===== config.mk =====
export PLATFORM = sky130hd
export DESIGN_NAME = alu_arbiter
export DESIGN_NICKNAME = d
export VERILOG_FILES = /design/src/rtl/alu_arbiter.sv
export SDC_FILE = /design/constraint.sdc
export NUM_CORES = 1
export LEC_CHECK = 0
export ABC_AREA = 1
export BUFFER_PORTS_ARGS = -buffer_cell sky130_fd_sc_hd__buf_2
export CAP_MARGIN = 15
export CORE_MARGIN = 2
export CORE_UTILIZATION = 46
export CTS_CLUSTER_DIAMETER = 50
export CTS_CLUSTER_SIZE = 30
export DETAILED_ROUTE_END_ITERATION = 7
export GPL_TIMING_DRIVEN = 0
export PLACE_DENSITY = 0.86
export SYNTH_ARGS = -nofsm -noshare
export SYNTH_HDL_FRONTEND = slang
export SYNTH_SLANG_ARGS = --single-unit

===== constraint.sdc =====
create_clock -name clk -period 2.03 [get_ports clk]
set_clock_uncertainty 0.2 [all_clocks]
set_input_delay 0.3045 -clock clk [delete_from_list [all_inputs] [get_ports clk]]
set_output_delay 0.3045 -clock clk [all_outputs]
set_load 0.1 [all_outputs]

===== src/rtl/alu_arbiter.sv =====
// alu_arbiter: shares one external 32-bit ALU between two valid/ready requesters, one op in flight.
// Define ALU_ARB_FIXED_PRIO_EN for fixed priority to requester 0; default is round-robin on ties.
module alu_arbiter #(
    parameter int unsigned WIDTH = 32,
    parameter int unsigned OPW   = 4
) (
    input  logic             clk,
    input  logic             rst_n,
    input  logic             req0_valid_i,
    output logic             req0_ready_o,
    input  logic [WIDTH-1:0] req0_a_i,
    input  logic [WIDTH-1:0] req0_b_i,
    input  logic [OPW-1:0]   req0_op_i,
    output logic             rsp0_valid_o,
    input  logic             rsp0_ready_i,
    input  logic             req1_valid_i,
    output logic             req1_ready_o,
    input  logic [WIDTH-1:0] req1_a_i,
    input  logic [WIDTH-1:0] req1_b_i,
    input  logic [OPW-1:0]   req1_op_i,
    output logic             rsp1_valid_o,
    input  logic             rsp1_ready_i,
    output logic [WIDTH-1:0] rsp_result_o,
    output logic             rsp_zero_o,
    output logic [WIDTH-1:0] alu_a_o,
    output logic [WIDTH-1:0] alu_b_o,
    output logic [OPW-1:0]   alu_op_o,
    input  logic [WIDTH-1:0] alu_result_i,
    input  logic             alu_zero_i,
    output logic             busy_o
);

    typedef enum logic [1:0] {StIdle, StExec, StResp} state_e;

    state_e           state_q, state_d;
    logic             owner_q, owner_d;
    logic [WIDTH-1:0] a_q, a_d, b_q, b_d;
    logic [OPW-1:0]   op_q, op_d;
    logic [WIDTH-1:0] result_q, result_d;
    logic             zero_q, zero_d;
    logic             grant0, grant1;
    logic             rsp_hs;

    assign rsp_hs = (state_q == StResp) & (owner_q ? rsp1_ready_i : rsp0_ready_i);

`ifdef ALU_ARB_FIXED_PRIO_EN
    assign grant0 = req0_valid_i;
    assign grant1 = req1_valid_i & ~req0_valid_i;
`else
    // last_grant_q holds the owner of the last completed op; the other side wins the next tie.
    logic last_grant_q, last_grant_d;

    assign grant0 = req0_valid_i & (~req1_valid_i | last_grant_q);
    assign grant1 = req1_valid_i & (~req0_valid_i | ~last_grant_q);

    always_comb begin
        last_grant_d = last_grant_q;
        if (rsp_hs) begin
            last_grant_d = owner_q;
        end
    end

    always_ff @(posedge clk or negedge rst_n) begin
        if (!rst_n) begin
            last_grant_q <= 1'b1;
        end else begin
            last_grant_q <= last_grant_d;
        end
    end
`endif

    assign req0_ready_o = (state_q == StIdle) & grant0;
    assign req1_ready_o = (state_q == StIdle) & grant1;
    assign rsp0_valid_o = (state_q == StResp) & ~owner_q;
    assign rsp1_valid_o = (state_q == StResp) & owner_q;
    assign busy_o       = (state_q != StIdle);
    assign rsp_result_o = result_q;
    assign rsp_zero_o   = zero_q;
    assign alu_a_o      = a_q;
    assign alu_b_o      = b_q;
    assign alu_op_o     = op_q;

    always_comb begin
        state_d  = state_q;
        owner_d  = owner_q;
        a_d      = a_q;
        b_d      = b_q;
        op_d     = op_q;
        result_d = result_q;
        zero_d   = zero_q;
        unique case (state_q)
            StIdle: begin
                if (req0_ready_o | req1_ready_o) begin
                    state_d = StExec;
                    owner_d = req1_ready_o;
                    a_d     = req1_ready_o ? req1_a_i  : req0_a_i;
                    b_d     = req1_ready_o ? req1_b_i  : req0_b_i;
                    op_d    = req1_ready_o ? req1_op_i : req0_op_i;
                end
            end
            StExec: begin
                result_d = alu_result_i;
                zero_d   = alu_zero_i;
                state_d  = StResp;
            end
            StResp: begin
                if (rsp_hs) begin
                    state_d = StIdle;
                end
            end
            default: state_d = StIdle;
        endcase
    end

    always_ff @(posedge clk or negedge rst_n) begin
        if (!rst_n) begin
            state_q  <= StIdle;
            owner_q  <= 1'b0;
            a_q      <= '0;
            b_q      <= '0;
            op_q     <= '0;
            result_q <= '0;
            zero_q   <= 1'b0;
        end else begin
            state_q  <= state_d;
            owner_q  <= owner_d;
            a_q      <= a_d;
            b_q      <= b_d;
            op_q     <= op_d;
            result_q <= result_d;
            zero_q   <= zero_d;
        end
    end

endmodule


==> results by group <==
Synthesis
  • Library cells used by synthesis: 17
  • Synth Warn #: 0
  • Area fraction of the dominant cell type after synthesis: 0.466
  • Average footprint of a synthesized cell: 7.29 um^2
  • Net count after synthesis: ~940
  • Leading area contributor after synthesis: dfrtp_1
  • Biggest area contributors in the synthesized netlist: dfrtp_1 47%, nand3_1 15%, nand2_1 14%
  • Synthesized cell area: around 0.0056 mm^2
  • Number of cells produced by synthesis: around 770
  • Number of storage elements in the synthesis netlist: 105
  • Proportion of synthesized chip area in sequential cells: 0.471

STA
  • Final period utilization: 0.989
  • Min Tclk post-route: ~2 ns
  • Worst-Margin Slew: ~0.7 ns
  • Relative max-transition margin: 0.545
  • Upper clock frequency limit: 498 MHz
  • Final-report max-slew violation count: 0
  • PnR worst setup slack: ~0.022 ns
  • Worst hold-check slack: approximately 0.011 ns
  • Number of endpoints with negative hold slack in the final report: 0
  • Setup violations, final: 0
  • RSZ-0062 raised after global routing: yes

Drt
  • Total wire length after detailed routing: roughly 18000 um
  • Vias per inst: about 5.2
  • Via count of the routed design: ~6400
  • Routed length per placed instance: between 10 and 15 um
  • DRT Pass-1 Iters: 5
  • Number of remaining DRC errors: 0
  • 1st-iter DRT viols: around 360
  • Antenna-violating nets left: 0

Setup path
  • Worst reg-to-reg setup slack: around 0.070 ns
  • Critical register-to-register path startpoint: state_q[0]
  • Largest fanout on the critical path: 4
  • Critical path capture point type: primary output
  • Endpoint of the most critical register-to-register path: alu_b_o[0]
  • CP Class: flop to primary output
  • R2R depth: 9
  • CP Launch Type: flop
  • Crit path DAT: around 1.5 ns
  • Worst endpoint required time: ~1.5 ns

Clocking
  • Library cell used as clock root buffer: clkbuf_16
  • Clock-pin slew reported for the worst setup and hold paths after clock tree synthesis: roughly 0.070 ns
  • Number of clock buffers inserted by TritonCTS: 9
  • Clock sinks: ~110
  • CTS H-Tree Depth: 3
  • Worst-case clock buffer depth: 2
  • Clock latency of the later-clocked register in the worst-skew pair: ~0.33 ns
  • CTS tree: yes

Final layout
  • Antenna diode instance count: 0
  • Highest-count cells in the layout ignoring fill and taps: 294 x buf_2, 207 x nand2_1, 169 x nand3_1
  • Final Net Count: approximately 1300
  • Layout-stage area growth over the synthesis result: 40.1%
  • Area of all placed cells without fillers: a little under 0.008 mm^2
  • Most frequent standard cell in the layout excluding fill and tap cells: buf_2
  • Share of cells above drive strength 1: 0.319

Floorplanning
  • Effective utilization at floorplan: 0.468
  • X dimension of the die: roughly 110 um
  • Number of standard-cell rows in the floorplan: 40
  • Placeable Area: between 0.01 and 0.015 mm^2
  • Die height: 114 um
  • IO Pins: 281
  • Area of the die: 0.0130 mm^2

Global routing
  • Initial antenna violation count: 0
  • Via count of the first global-routing pass: between 6000 and 7000
  • Maximum number of pins on one net before global-route repair: 56
  • Global-route wire length before repair: 28500 um
  • Remaining Overflow, GRT: 0
  • Overall fraction of global-route tracks in use: 0.274

Place
  • PortBufs: ~280
  • Gpl congestion: between 0.8 and 0.9
  • Dpl hpwl: ~13000 um
  • Post-Place Worst Slack: -0.306 ns
  • Placement Cell Area: between 0.007 and 0.008 mm^2

Worst hold path
  • Hold Path Depth: 3
  • Worst min-delay path startpoint: alu_result_i[15]
  • End point of the most critical hold path: rsp_result_o[15]
  • HP Class: input pin to flop

Run status
  • Outcome: complete, no violations

Flow run
  • Number of maximum-capacitance constraint violations: 0
[cells in the mapped netlist]
| master | count |
|---|---|
| buf_1 | 9 |
| buf_2 | 28 |
| buf_6 | 2 |
| clkbuf_1 | 22 |
| dfrtp_1 | 104 |
| dfstp_2 | 1 |
| inv_1 | 143 |
| inv_2 | 1 |
| nand2_1 | 208 |
| nand2_2 | 1 |
| nand3_1 | 169 |
| nand3_2 | 2 |
| nand4_1 | 68 |
| nor2_1 | 2 |
| nor2_8 | 1 |
| o21ai_0 | 4 |
| or2_2 | 1 |
[cells by family (layout without fill, tap and decap cells)]
family | Yosys count | after routing | share of synthesized area
AO/OA/AOI/OAI | 4 | 4 | 0.00359
AND/OR/NAND/NOR | 452 | 452 | 0.378
flip-flops | 105 | 105 | 0.471
buffers and inverters | 205 | 519 | 0.147
[per-stage QoR]
stage | util | TNS [ns] | instances
after global routing | 0.656 | -0.198 | 1227
after global placement | 0.603 | -71.92 | 1192
after detailed placement | 0.606 | -0.623 | 1193
after CTS | 0.654 | 0 | 1225
final | 0.656 | 0 | 1227
after floorplan | - | 0 | 766
[state kept, by name (all words and copies together), names as in the netlist]
register      count
state_q           2
alu_a_o          32
alu_b_o          32
alu_op_o          4
rsp_result_o     32
rsp_zero_o        1
last_grant_q      1
owner_q           1
[critical path: stages, from the launching register on]
cell,delay (ns)
dfrtp_1,0.37
buf_6,0.13
nor2_8,0.15
buf_6,0.13
nand3_4,0.08
clkinvlp_4,0.12
buf_12,0.18
[area by class of cell]
class / instances / area, um^2
Tap cell: 147 / 184
Sequential cell: 105 / 2630
Clock inverter: 6 / 66.3
Fill cell: 1032 / 4100
Buffer: 58 / 295
Clock buffer: 10 / 239
Timing Repair Buffer: 301 / 1680
Multi-Input combinational cell: 456 / 2180
Inverter: 144 / 548
[worst max path at each step]
stage / start / cells after the start / slack [ns] / end
6_report: state_q[0] / 6 / 0.02 / req0_ready_o
2_1_floorplan: state_q[0] / 5 / 0.03 / busy_o
4_1_cts: state_q[0] / 6 / 0.002 / req1_ready_o
3_3_place_gp: rst_n / 1 / -0.69 / rsp_result_o[18]
5_1_grt: state_q[0] / 6 / -0.05 / req0_ready_o
3_5_place_dp: state_q[0] / 6 / -0.31 / req0_ready_o
[per-layer routing]
| metal | track usage | up-vias | part of all wire |
|---|---|---|---|
| li1 | - | 3050 | - |
| met3 | 0.0524 | 44 | 0.079 |
| met2 | 0.479 | 295 | 0.50 |
| met1 | 0.325 | 2991 | 0.39 |
| met5 | 0 | - | 0 |
| met4 | 0.125 | 0 | 0.032 |
[timing repair]
| item | 4_1_cts | 5_1_grt |
|---|---|---|
| buffers inserted | 5 | 2 |
| pin swaps | 2 | 2 |
| endpoints found under the hold margin | 63 | 0 |
| resized for setup | 30 | 4 |
| setup endpoints to repair | 6 | 56 |
| hold buffers | 14 | 0 |
Power is left out: the tool's default activity adds up to more than one toggle a clock period on the data nets, which glitch-free logic cannot reach.
